`src/rtl/branch_resolve_unit_pkg.sv`:
```
// Shared definitions for the branch resolve unit: queue entry layout and
// the prediction-versus-outcome compare.
package branch_resolve_unit_pkg;

    localparam int          ENTRY_W = 32 + 1 + 32;
    localparam logic [31:0] PC_STEP = 32'd4;

    typedef struct packed {
        logic [31:0] pc;
        logic        predict;
        logic [31:0] target;
    } brq_entry_t;

    // A predicted-taken branch that resolves taken to a different target is
    // still a mispredict, because fetch has already followed the wrong target.
    function automatic logic is_mispredict(input brq_entry_t ent,
                                           input logic       taken,
                                           input logic [31:0] act_target);
        return (taken != ent.predict) ||
               (taken && ent.predict && (act_target != ent.target));
    endfunction

endpackage

```
`src/rtl/branch_resolve_unit_queue.sv`:
```
// In-order FIFO of in-flight branch entries with a single-cycle clear that
// overrides any same-edge push or pop.
module branch_queue
    import branch_resolve_unit_pkg::*;
#(
    parameter  int DEPTH = 4,
    parameter  int WIDTH = ENTRY_W,
    localparam int PTR_W = $clog2(DEPTH),
    localparam int CNT_W = PTR_W + 1
) (
    input  logic             i_clk,
    input  logic             i_rst,
    input  logic             i_push,
    input  logic             i_pop,
    input  logic             i_clear,
    input  logic [WIDTH-1:0] i_wdata,
    output logic [WIDTH-1:0] o_rdata,
    output logic [CNT_W-1:0] o_count,
    output logic             o_full,
    output logic             o_empty
);

    logic [WIDTH-1:0] r_mem [DEPTH];
    logic [PTR_W-1:0] r_wr_ptr;
    logic [PTR_W-1:0] r_rd_ptr;
    logic [CNT_W-1:0] r_count;
    logic             w_do_push;
    logic             w_do_pop;

    assign o_full    = (r_count == CNT_W'(DEPTH));
    assign o_empty   = (r_count == '0);
    assign o_count   = r_count;
    assign o_rdata   = r_mem[r_rd_ptr];

    assign w_do_push = i_push && !o_full  && !i_clear;
    assign w_do_pop  = i_pop  && !o_empty && !i_clear;

    // Pointers are PTR_W wide and DEPTH is a power of two, so they wrap by overflow.
    always_ff @(posedge i_clk or posedge i_rst) begin
        if (i_rst) begin
            r_wr_ptr <= '0;
            r_rd_ptr <= '0;
            r_count  <= '0;
        end else if (i_clear) begin
            r_wr_ptr <= '0;
            r_rd_ptr <= '0;
            r_count  <= '0;
        end else begin
            if (w_do_push) begin
                r_wr_ptr <= r_wr_ptr + PTR_W'(1);
            end
            if (w_do_pop) begin
                r_rd_ptr <= r_rd_ptr + PTR_W'(1);
            end
            case ({w_do_push, w_do_pop})
                2'b10:   r_count <= r_count + CNT_W'(1);
                2'b01:   r_count <= r_count - CNT_W'(1);
                default: r_count <= r_count;
            endcase
        end
    end

    always_ff @(posedge i_clk) begin
        if (w_do_push) begin
            r_mem[r_wr_ptr] <= i_wdata;
        end
    end

endmodule

```
`src/rtl/branch_resolve_unit.sv`:
```
// Tracks in-flight branch predictions, resolves them at execute, and drives
// the predictor update plus a flush/redirect on mispredict.
module branch_resolve_unit
    import branch_resolve_unit_pkg::*;
#(
    parameter int DEPTH    = 4,
    parameter int IDX_BITS = 3
) (
    input  logic                CLOCK,
    input  logic                INIT,
    input  logic                F_VALID,
    input  logic [31:0]         F_PC,
    input  logic                F_PREDICT,
    input  logic [31:0]         F_TARGET,
    input  logic                E_VALID,
    input  logic                E_TAKEN,
    input  logic [31:0]         E_TARGET,
    output logic                FULL,
    output logic                EMPTY,
    output logic                UPD_VALID,
    output logic [IDX_BITS-1:0] UPD_ADDR,
    output logic                UPD_OUTCOME,
    output logic                FLUSH,
    output logic [31:0]         REDIRECT_PC,
    output logic [15:0]         MISPREDICTS,
    output logic                ERR
);

    localparam int CNT_W = $clog2(DEPTH) + 1;

    function automatic logic [15:0] sat_inc16(input logic [15:0] v);
        return (v == 16'hFFFF) ? v : v + 16'd1;
    endfunction

    brq_entry_t           w_wr_entry;
    brq_entry_t           w_rd_entry;
    logic [ENTRY_W-1:0]   w_rd_data;
    logic [CNT_W-1:0]     w_count;
    logic                 w_full;
    logic                 w_empty;
    logic                 w_pop;
    logic                 w_misp;
    logic                 w_push;
    logic                 w_push_err;
    logic                 w_pop_err;
    logic [31:0]          w_redirect;

    logic                 r_upd_vld_p1;
    logic [IDX_BITS-1:0]  r_upd_addr_p1;
    logic                 r_upd_outcome_p1;
    logic                 r_flush_p1;
    logic [31:0]          r_redirect_p1;
    logic [15:0]          r_misp_cnt;
    logic                 r_err;

    assign w_wr_entry = '{pc: F_PC, predict: F_PREDICT, target: F_TARGET};
    assign w_rd_entry = w_rd_data;

    assign w_pop      = E_VALID && (w_count != '0);
    assign w_misp     = w_pop && is_mispredict(w_rd_entry, E_TAKEN, E_TARGET);
    // A mispredict makes every younger entry wrong-path, including one arriving now.
    assign w_push     = F_VALID && !w_full && !w_misp;
    assign w_push_err = F_VALID && w_full;
    assign w_pop_err  = E_VALID && w_empty;
    assign w_redirect = E_TAKEN ? E_TARGET : (w_rd_entry.pc + PC_STEP);

    branch_queue #(
        .DEPTH (DEPTH),
        .WIDTH (ENTRY_W)
    ) u_queue (
        .i_clk   (CLOCK),
        .i_rst   (INIT),
        .i_push  (w_push),
        .i_pop   (w_pop),
        .i_clear (w_misp),
        .i_wdata (w_wr_entry),
        .o_rdata (w_rd_data),
        .o_count (w_count),
        .o_full  (w_full),
        .o_empty (w_empty)
    );

    // ---- p0 -> p1: resolve result registered, visible the cycle after the pop
    always_ff @(posedge CLOCK or posedge INIT) begin
        if (INIT) begin
            r_upd_vld_p1     <= 1'b0;
            r_upd_addr_p1    <= '0;
            r_upd_outcome_p1 <= 1'b0;
            r_flush_p1       <= 1'b0;
            r_redirect_p1    <= '0;
            r_misp_cnt       <= '0;
            r_err            <= 1'b0;
        end else begin
            r_upd_vld_p1 <= w_pop;
            r_flush_p1   <= w_misp;
            if (w_pop) begin
                r_upd_addr_p1    <= w_rd_entry.pc[IDX_BITS+1:2];
                r_upd_outcome_p1 <= E_TAKEN;
            end
            if (w_misp) begin
                r_redirect_p1 <= w_redirect;
                r_misp_cnt    <= sat_inc16(r_misp_cnt);
            end
            r_err <= r_err || w_push_err || w_pop_err;
        end
    end

    assign FULL        = w_full;
    assign EMPTY       = w_empty;
    assign UPD_VALID   = r_upd_vld_p1;
    assign UPD_ADDR    = r_upd_addr_p1;
    assign UPD_OUTCOME = r_upd_outcome_p1;
    assign FLUSH       = r_flush_p1;
    assign REDIRECT_PC = r_redirect_p1;
    assign MISPREDICTS = r_misp_cnt;
    assign ERR         = r_err;

endmodule

```
`config.mk`:
```
export PLATFORM = sky130hd
export DESIGN_NAME = branch_resolve_unit
export DESIGN_NICKNAME = d
export VERILOG_FILES = /design/src/rtl/branch_resolve_unit_pkg.sv /design/src/rtl/branch_resolve_unit_queue.sv /design/src/rtl/branch_resolve_unit.sv
export SDC_FILE = /design/constraint.sdc
export NUM_CORES = 1
export LEC_CHECK = 0
export CAP_MARGIN = 20
export CORE_ASPECT_RATIO = 1.4
export CORE_MARGIN = 8
export CORE_UTILIZATION = 55
export CTS_CLUSTER_SIZE = 28
export DETAILED_ROUTE_END_ITERATION = 6
export MAX_ROUTING_LAYER = met4
export PLACE_DENSITY = 0.79
export SYNTH_ARGS = -nofsm -noshare
export SYNTH_HDL_FRONTEND = slang
export SYNTH_HIERARCHICAL = 1
export SYNTH_SLANG_ARGS = --single-unit
```
`constraint.sdc`:
```
create_clock -name CLOCK -period 10.1 [get_ports CLOCK]
set_clock_uncertainty 0.1 [all_clocks]
set_input_delay 1.01 -clock CLOCK [delete_from_list [all_inputs] [get_ports CLOCK]]
set_output_delay 1.01 -clock CLOCK [all_outputs]
set_load 0.1 [all_outputs]
```
==> results.yml, run 1 <==
outcome:
  status: "completed"
power:
  peakVddDrop_uv: 387.3
  swShare: 0.3932
  power.density_nw_per_um2: 302.7
  power_frac_seq: 0.381
  p_clk_frac: 0.208
  p_comb_frac: 0.411
  intPower_w: 0.003002
  p_leak_nw: 5.472
  power_switching_w: 0.001945
worst_setup_path:
  r2r_setup_slack_ps: 3900
  start_kind: "flop"
  cp_max_fo: 44
  rr_startpoint: "u_queue/r_rd_ptr[0]"
  slowest_delay_ps: 910
  ff2ff_path_depth: 14
  critPathRequiredTime_ps: 10170
  critPathKind: "flop to flop"
  r2r_end: "u_queue/r_mem[1][10]"
  cp.arrival_ps: 6280
  crit_slowest_cell: "dfrtp_4"
  cp_cell_sequence: "mux4_2, xnor2_1, nand4_1, nor4_2, a21oi_2, buf_4, or2_2, buf_4, nor3b_1, buf_4, inv_1, nor3_1, and2_2, buf_4"
  end_kind: "flop"
  crit_top_cell: "buf_4"
drt:
  viasPerCell: 6.045
  num_vias: 7707
  totalWireLength_mm: 31.56
  routed-wl-met2_mm: 15.91
  drcViolationCount: 0
  final_antenna_net_count: 0
  dr.max_layer_used: "met4"
  wl_per_cell_um: 24.75
  drt_first_pass_iters: 6
  wl_met1_mm: 12.03
  wl_met3_mm: 2.499
  drtIter0Drc: 606
floorplanning:
  pin_count: 159
  start_util: 0.5571
  die_x_um: 149.1
  rows: 68
  core_area_um2: 24500
  die_height_um: 202.4
  dieArea_um2: 30190
worst_hold_path:
  min_path_type: "flop to flop"
  holdCritStartpoint: "MISPREDICTS[4]"
  whs_path_depth: 1
  min_to: "MISPREDICTS[4]"
job:
  max_cap_viol_count: 0
clock_network:
  post_cts_buffers: 0
  cts.clk_slew.worst_paths_ps: 70
  cts_buffers: 29
  cts_hold_buf: 0
  cts_max_level: 1
  clock_path_buffers: 3
  cts_resized: 0
  clock-sinks: 322
  cts-root-buf: "clkbuf_16"
  clkLatencyLatePin_ps: 540
  cts_tree: "built"
grt:
  grt_pass1_wl_mm: 48.09
  grt_max_degree: 64
  grt_antenna_before_repair: 0
  grt.total_usage: 0.2169
  overflow: 0
  grt_pass1_vias: 7998
logic_synthesis:
  yosysWarnings: 6
  ys.flop_type: "edfxtp_1"
  async_flop_share: 0.1925
  synth-edff-count: 260
  synth_cell_type_count: 56
  synth-seq-area-share: 0.6856
  netlist_area_um2: 13650
  synth_seq_cells: 322
  syn-instance-count: 776
  syn-num-nets: 886
  syn_area_per_cell_um2: 17.59
timing:
  tightest_slew_ps: 1014
  grt_setup_unrepaired: "false"
  finalSetupViolations: 0
  finalSetupTns_ps: 0
  relSlewSlack: 0.3217
  fin_crit_sh: 0.6140
  max_freq_mhz: 161.2
  hold_violations: 0
  drv_slew: 0
  fin_crit_ps: 6202
place:
  place_hpwl_mm: 21.60
  place.gp.congestion: 0.8400
  numPortBuffers: 158
  placed_area_um2: 15450
finish:
  syn_to_final_growth_pct: 19.71
  fillCellCount: 1684
  nets: 1049
  drive_gt1_frac: 0.1792
  final_area_um2: 16340
  antenna_cells: 0
## cell type report
class | instances | area, um^2 | area share
flip-flops and latches | 322 | 9364 | 0.5730
repair buffers | 170 | 1667 | 0.1020
well taps | 315 | 394.1 | 0.02412
clock inverters | 15 | 113.9 | 0.006968
multi-input cells | 404 | 3981 | 0.2436
clock buffers | 37 | 775.7 | 0.04747
inverters | 12 | 45.04 | 0.002757
## placed cells by master (no fill, tap or decap), types with 6 or more instances in the layout
| master | netlist | routed |
|---|---|---|
| edfxtp_1 | 260 | 260 |
| clkdlybuf4s50_1 | 0 | 157 |
| mux4_2 | 65 | 65 |
| dfrtp_1 | 62 | 60 |
| xnor2_1 | 60 | 60 |
| nand2_1 | 46 | 46 |
| o21ai_0 | 32 | 32 |
| clkbuf_16 | 0 | 29 |
| mux2_4 | 25 | 25 |
| nand4_1 | 18 | 18 |
| xor2_1 | 16 | 16 |
| nor2_1 | 16 | 16 |
| nand3_1 | 15 | 15 |
| and3_1 | 12 | 12 |
| buf_4 | 3 | 12 |
| inv_1 | 12 | 11 |
| mux2_2 | 11 | 11 |
| nor3_1 | 9 | 9 |
| a21oi_1 | 7 | 7 |
| ha_1 | 7 | 7 |
| o211ai_1 | 6 | 6 |
| o2111ai_1 | 6 | 6 |
| clkbuf_1 | 14 | 6 |
## synthesized netlist by cell type (14+ instances only)
| master | n | area share |
|---|---|---|
| xnor2_1 | 60 | 0.038 |
| edfxtp_1 | 260 | 0.57 |
| mux2_4 | 25 | 0.027 |
| nand4_1 | 18 | 0.0082 |
| nand2_1 | 46 | 0.013 |
| dfrtp_1 | 62 | 0.11 |
| nor2_1 | 16 | 0.0044 |
| nand3_1 | 15 | 0.0055 |
| clkbuf_1 | 14 | 0.0038 |
| xor2_1 | 16 | 0.010 |
| o21ai_0 | 32 | 0.012 |
| mux4_2 | 65 | 0.11 |
## through the flow
stage | std cells | hold slack (ps) | utilization | total power (W) | setup slack [ps]
final | 1275 | 394.1 | 0.6669 | 0.004947 | 3898
after global routing | 1275 | 412.4 | 0.6669 | 0.005138 | 3486
after CTS | 1275 | 399.4 | 0.6669 | 0.004975 | 3885
after detailed placement | 1223 | 386.3 | 0.6306 | 0.003945 | 3932
after global placement | 1223 | 367.1 | 0.6306 | 0.003922 | 4056
after floorplan | 776 | 460.7 | - | 0.003446 | 4678
## layer usage
layer | vias to the layer above | GRT usage
met5 | - | -
met4 | 0 | 0.08174
met3 | 74 | 0.03133
met2 | 372 | 0.3513
met1 | 3915 | 0.2735
li1 | 3346 | -
## flip-flops by register name, summed over array words and instances (netlist names)
register,flops
u_queue/r_mem,260
u_queue/o_count,3
UPD_OUTCOME,1
UPD_ADDR,3
REDIRECT_PC,32
MISPREDICTS,16
u_queue/r_wr_ptr,2
UPD_VALID,1
FLUSH,1
ERR,1
u_queue/r_rd_ptr,2
## logic make-up (layout without fill, tap and decap cells)
family,count (synthesis),count (layout),share of synthesized area
mux,104,104,0.1460
xor+xnor,76,76,0.04876
buf+inv,50,234,0.02310
flops,322,322,0.6856
simple gates,148,148,0.05692
fa+ha+maj,8,8,0.007882
compound gates,68,68,0.03171
## how the worst max path moves through the flow
stage	start	slack (ps)	cells past startpoint	end
2_1_floorplan	u_queue/r_rd_ptr[0]	4680	16	u_queue/r_mem[0][0]
3_3_place_gp	u_queue/r_rd_ptr[0]	4060	14	u_queue/r_mem[0][10]
3_5_place_dp	u_queue/r_rd_ptr[0]	3930	14	u_queue/r_mem[1][10]
4_1_cts	u_queue/r_rd_ptr[0]	3880	14	u_queue/r_mem[1][43]
5_1_grt	u_queue/r_rd_ptr[0]	3490	14	u_queue/r_mem[1][0]
6_report	u_queue/r_rd_ptr[0]	3900	14	u_queue/r_mem[1][10]
## power by group through the flow
stage / Clock, W / Sequential, W / Combinational (W)
after floorplan: 0 / 0.00244 / 0.00100
after global placement: 0 / 0.00190 / 0.00202
after detailed placement: 0 / 0.00191 / 0.00203
after CTS: 0.00104 / 0.00189 / 0.00204
after global routing: 0.00109 / 0.00192 / 0.00213
final: 0.00103 / 0.00189 / 0.00203
## critical path: cells and delay by family, from the launching register on
kind	cells	cell delay, ps
compound gates	1	90
simple gates	6	2290
xor+xnor	1	270
mux	1	620
buf+inv	5	1490
flops	1	910
Note: power is estimated with default switching activity, not from simulation.
==> inputs of run 2 (changes only) <==
==> constraint.sdc (replaced) <==
create_clock -name CLOCK -period 5.9 [get_ports CLOCK]
set_clock_uncertainty 0.1 [all_clocks]
set_input_delay 0.59 -clock CLOCK [delete_from_list [all_inputs] [get_ports CLOCK]]
set_output_delay 0.59 -clock CLOCK [all_outputs]
set_load 0.1 [all_outputs]
==> results.yml, run 2 (synthesis gave the netlist of run 1 again) <==
power:
  power.density_nw_per_um2: 519.3
  peakVddDrop_uv: 507.8
  p_leak_nw: 5.528
  p_total_w: 0.008552
clock_network:
  cts-root-buf: "clkbuf_16"
  clkLatencyLatePin_ps: 540
  cts_buffers: 29
  post_cts_buffers: 0
  clock-sinks: 322
  clock_path_buffers: 3
  cts_max_level: 1
  cts.clk_slew.worst_paths_ps: 60
  cts_resized: 0
  cts_tree: "built"
  cts_hold_buf: 0
place:
  placed_area_um2: 15560
  place.gp.congestion: 0.8554
  place_hpwl_mm: 22.13
  numPortBuffers: 158
  dp_cells: 1228
finish:
  largest_reg_flops: 260
  largest-register: "u_queue/r_mem"
  final_common_cell: "edfxtp_1"
  drive_gt1_frac: 0.1813
  antenna_cells: 0
  nets: 1054
  final_area_um2: 16470
  syn_to_final_growth_pct: 20.65
  instances_no_fill: 1280
  layout.cells.most_common_list: "edfxtp_1 (260), clkdlybuf4s50_1 (157), mux4_2 (65)"
drt:
  routed-wl-met2_mm: 16.42
  drtIter0Drc: 734
  viasPerCell: 6.045
  drt_first_pass_iters: 5
  wl_met1_mm: 12.24
  final_antenna_net_count: 0
  wl_met3_mm: 2.455
  drcViolationCount: 0
  dr.max_layer_used: "met4"
  num_vias: 7738
  totalWireLength_mm: 31.98
  wl_per_cell_um: 24.98
worst_setup_path:
  critPathKind: "flop to flop"
  r2r_end: "u_queue/r_mem[1][28]"
  cp.arrival_ps: 5130
  critPathRequiredTime_ps: 6000
  rr_startpoint: "u_queue/r_rd_ptr[0]"
  start_kind: "flop"
  cp_max_fo: 53
  r2r_setup_slack_ps: 870
  end_kind: "flop"
  ff2ff_path_depth: 13
floorplanning:
  pin_count: 159
  die_x_um: 149.1
  start_util: 0.5571
  dieArea_um2: 30190
  die_height_um: 202.4
  rows: 68
  core_area_um2: 24500
timing:
  fin_crit_ps: 5025
  fin_crit_sh: 0.8518
  hold_violations: 0
  tightest_slew_ps: 1014
  finalSetupViolations: 0
  whs_ps: 267.5
  drv_slew: 0
  grt_setup_unrepaired: "false"
  max_freq_mhz: 199.0
  finalSetupTns_ps: 0
  relSlewSlack: 0.3219
job:
  max_cap_viol_count: 0
grt:
  grt_pass1_wl_mm: 49.02
  grt_antenna_before_repair: 0
  overflow: 0
  grt.total_usage: 0.2200
  grt_pass1_vias: 8183
  grt_max_degree: 66
worst_hold_path:
  min_path_type: "primary input to asynchronous set/reset pin"
outcome:
  status: "completed"
## run 2: cell count changes in the layout (fill, tap and decap cells not counted), moves of 2 or more
cell       change
buf_12         +6
clkbuf_1       +3
bufinv_16      +2
clkbuf_8       -2
clkinv_2       +2
inv_6          -2
## run 2: worst max-delay path by stage
stage                             start                    to  slack [ps]
finish              u_queue/r_rd_ptr[0]  u_queue/r_mem[1][28]         870
global placement    u_queue/r_rd_ptr[0]  u_queue/r_mem[1][20]         950
floorplan           u_queue/r_rd_ptr[0]   u_queue/r_mem[0][0]         480
detailed placement  u_queue/r_rd_ptr[0]  u_queue/r_mem[1][28]         890
global route        u_queue/r_rd_ptr[0]  u_queue/r_mem[1][28]         490
CTS                 u_queue/r_rd_ptr[0]  u_queue/r_mem[1][28]         870
## run 2: area by class of cell
cell class / instances / area, um^2
Tap cell: 315 / 394.1
Clock inverter: 14 / 146.4
Multi-Input combinational cell: 404 / 3981
Inverter: 12 / 45.04
Clock buffer: 38 / 759.5
Fill cell: 1628 / 8034
Sequential cell: 322 / 9364
Timing Repair Buffer: 175 / 1779
## run 2: routing by layer
layer | global-route usage | up-vias
met5 | - | -
met4 | 0.06691 | 0
met3 | 0.02641 | 57
met2 | 0.3667 | 391
met1 | 0.2780 | 3929
li1 | - | 3361
## run 2: stage by stage
stage                     setup slack, ps  utilization
after global routing                486.6       0.6721
after floorplan                     478.3            -
after global placement              946.8       0.6352
after CTS                           865.1       0.6721
final                               874.5       0.6721
after detailed placement            885.5       0.6352
## run 2: power by group
part,internal [W],switching [W]
clock,0.00103,0.000776
combinational,0.00128,0.00227
sequential,0.00293,0.000268
total,0.00524,0.00331
## run 2: critical path: stages, from the launching register on
cell and delay (ps):
dfrtp_4 660, buf_12 310, mux4_2 550, xnor2_1 160, nand4_1 120, nor4_2 440, a21oi_2 100, buf_4 210
or2_2 320, nor3b_1 280, inv_1 130, nor3_1 380, and2_2 470, buf_12 330
==> inputs of run 3 (changes only) <==
--- a/config.mk
+++ b/config.mk
@@ -11,6 +11,7 @@
 export CORE_UTILIZATION = 55
 export CTS_CLUSTER_SIZE = 28
 export DETAILED_ROUTE_END_ITERATION = 6
+export GPL_TIMING_DRIVEN = 0
 export MAX_ROUTING_LAYER = met4
 export PLACE_DENSITY = 0.79
 export SYNTH_ARGS = -nofsm -noshare
==> results.yml, run 3 (synthesis gave the netlist of run 1 again) <==
outcome:
  status: "completed"
place:
  place_hpwl_mm: 22.77
  dp_cells: 1254
  place.gp.congestion: 0.9574
  numPortBuffers: 158
finish:
  nets: 1081
  syn_to_final_growth_pct: 23.46
  final_common_cell: "edfxtp_1"
  largest-register: "u_queue/r_mem"
  antenna_cells: 0
  layout.cells.most_common_list: "edfxtp_1 (260), clkdlybuf4s50_1 (158), mux4_2 (65)"
  final_core_util: 0.6878
  drive_gt1_frac: 0.1923
  largest_reg_flops: 260
  instances_no_fill: 1308
worst_setup_path:
  crit_top_cell: "buf_2"
  cp_cell_sequence: "buf_2, buf_2, mux4_2, xnor2_1, nand4_1, nor4_2, a21oi_2, or2_1, buf_6, buf_6, nor3b_1, buf_2, inv_1, nor3_1, and2_4, buf_16"
  r2r_setup_slack_ps: 300
  end_kind: "flop"
  start_kind: "flop"
  critPathTopFamily: "simple AND/OR/NAND/NOR gates"
  cp.arrival_ps: 5720
  cp_num_buf_inv: 7
  critPathRequiredTime_ps: 6020
  critPathKind: "flop to flop"
  ff2ff_path_depth: 16
  crit_slowest_cell: "nor4_2"
  cp_max_fo: 39
  r2r_end: "u_queue/r_mem[1][21]"
  slowest_delay_ps: 570
  rr_startpoint: "u_queue/r_rd_ptr[1]"
clock_network:
  cts_tree: "built"
  cts_max_level: 1
  clock_path_buffers: 3
  clkLatencyLatePin_ps: 550
  post_cts_buffers: 0
  cts_buffers: 30
  cts_hold_buf: 0
  cts_resized: 0
  clock-sinks: 322
  cts.clk_slew.worst_paths_ps: 70
  cts-root-buf: "clkbuf_16"
floorplanning:
  die_x_um: 149.1
  die_height_um: 202.4
  pin_count: 159
  dieArea_um2: 30190
  start_util: 0.5571
  rows: 68
  core_area_um2: 24500
timing:
  hold_violations: 0
  grt_setup_unrepaired: "false"
  drv_slew: 0
  finalSetupViolations: 0
  fin_crit_ps: 5601
  fin_crit_sh: 0.9493
  relSlewSlack: 0.2966
  finalSetupTns_ps: 0
  whs_ps: 231.7
  tightest_slew_ps: 1052
  max_freq_mhz: 178.6
grt:
  overflow: 0
  grt_pass1_wl_mm: 48.75
  grt-busiest-layer: "met2"
  met3_usage: 0.03872
  grt_pass1_vias: 8133
  use_met2: 0.3608
  grt.total_usage: 0.2207
  grt_antenna_before_repair: 0
  grtUsageMet1: 0.2815
  grt_max_degree: 58
drt:
  viasPerCell: 5.907
  final_antenna_net_count: 0
  drcViolationCount: 0
  num_vias: 7726
  drtIter0Drc: 612
  wl_per_cell_um: 24.65
  drt_first_pass_iters: 5
  totalWireLength_mm: 32.24
power:
  peakVddDrop_uv: 586.8
  p_total_w: 0.008977
  p_leak_nw: 5.715
  power.density_nw_per_um2: 532.7
worst_hold_path:
  min_path_type: "primary input to asynchronous set/reset pin"
job:
  max_cap_viol_count: 0
==> run 3: area by class of cell <==
cell class | count | area [um^2]
plain buffers | 38 | 270.3
clock inverters | 19 | 285.3
inverters | 12 | 45.04
well taps | 315 | 394.1
repair buffers | 163 | 1712
multi-input cells | 404 | 3986
clock buffers | 35 | 800.8
flip-flops and latches | 322 | 9359
fillers | 1659 | 7651
==> run 3: how the worst max path moves through the flow <==
stage                   startpoint                    to  slack (ps)  cells past startpoint
2_1_floorplan  u_queue/r_rd_ptr[0]   u_queue/r_mem[0][0]         480                     16
3_3_place_gp   u_queue/r_rd_ptr[1]  u_queue/r_mem[2][19]       -1460                     15
3_5_place_dp   u_queue/r_rd_ptr[1]  u_queue/r_mem[1][20]         530                     16
4_1_cts        u_queue/r_rd_ptr[1]  u_queue/r_mem[1][20]         350                     16
5_1_grt        u_queue/r_rd_ptr[1]  u_queue/r_mem[1][21]          80                     16
6_report       u_queue/r_rd_ptr[1]  u_queue/r_mem[1][21]         300                     16
==> run 3: routing by layer <==
layer / part of all wire / routed length [um]
met1: 0.39 / 12690
met2: 0.51 / 16460
met3: 0.076 / 2446
met4: 0.020 / 635
met5: 0 / 0
==> run 3: stage by stage <==
step                      cell area, um^2  setup WS, ps
after floorplan                     13650         478.3
after global placement              15630         -1465
after detailed placement            15770         526.0
after CTS                           16850         349.0
after global routing                16850         80.60
final                               16850         299.4
==> run 3: power breakdown <==
group	internal, W	switching [W]	total [W]
registers	0.00293	0.000194	0.00312
clock network	0.00128	0.000817	0.00209
logic	0.00135	0.00241	0.00376
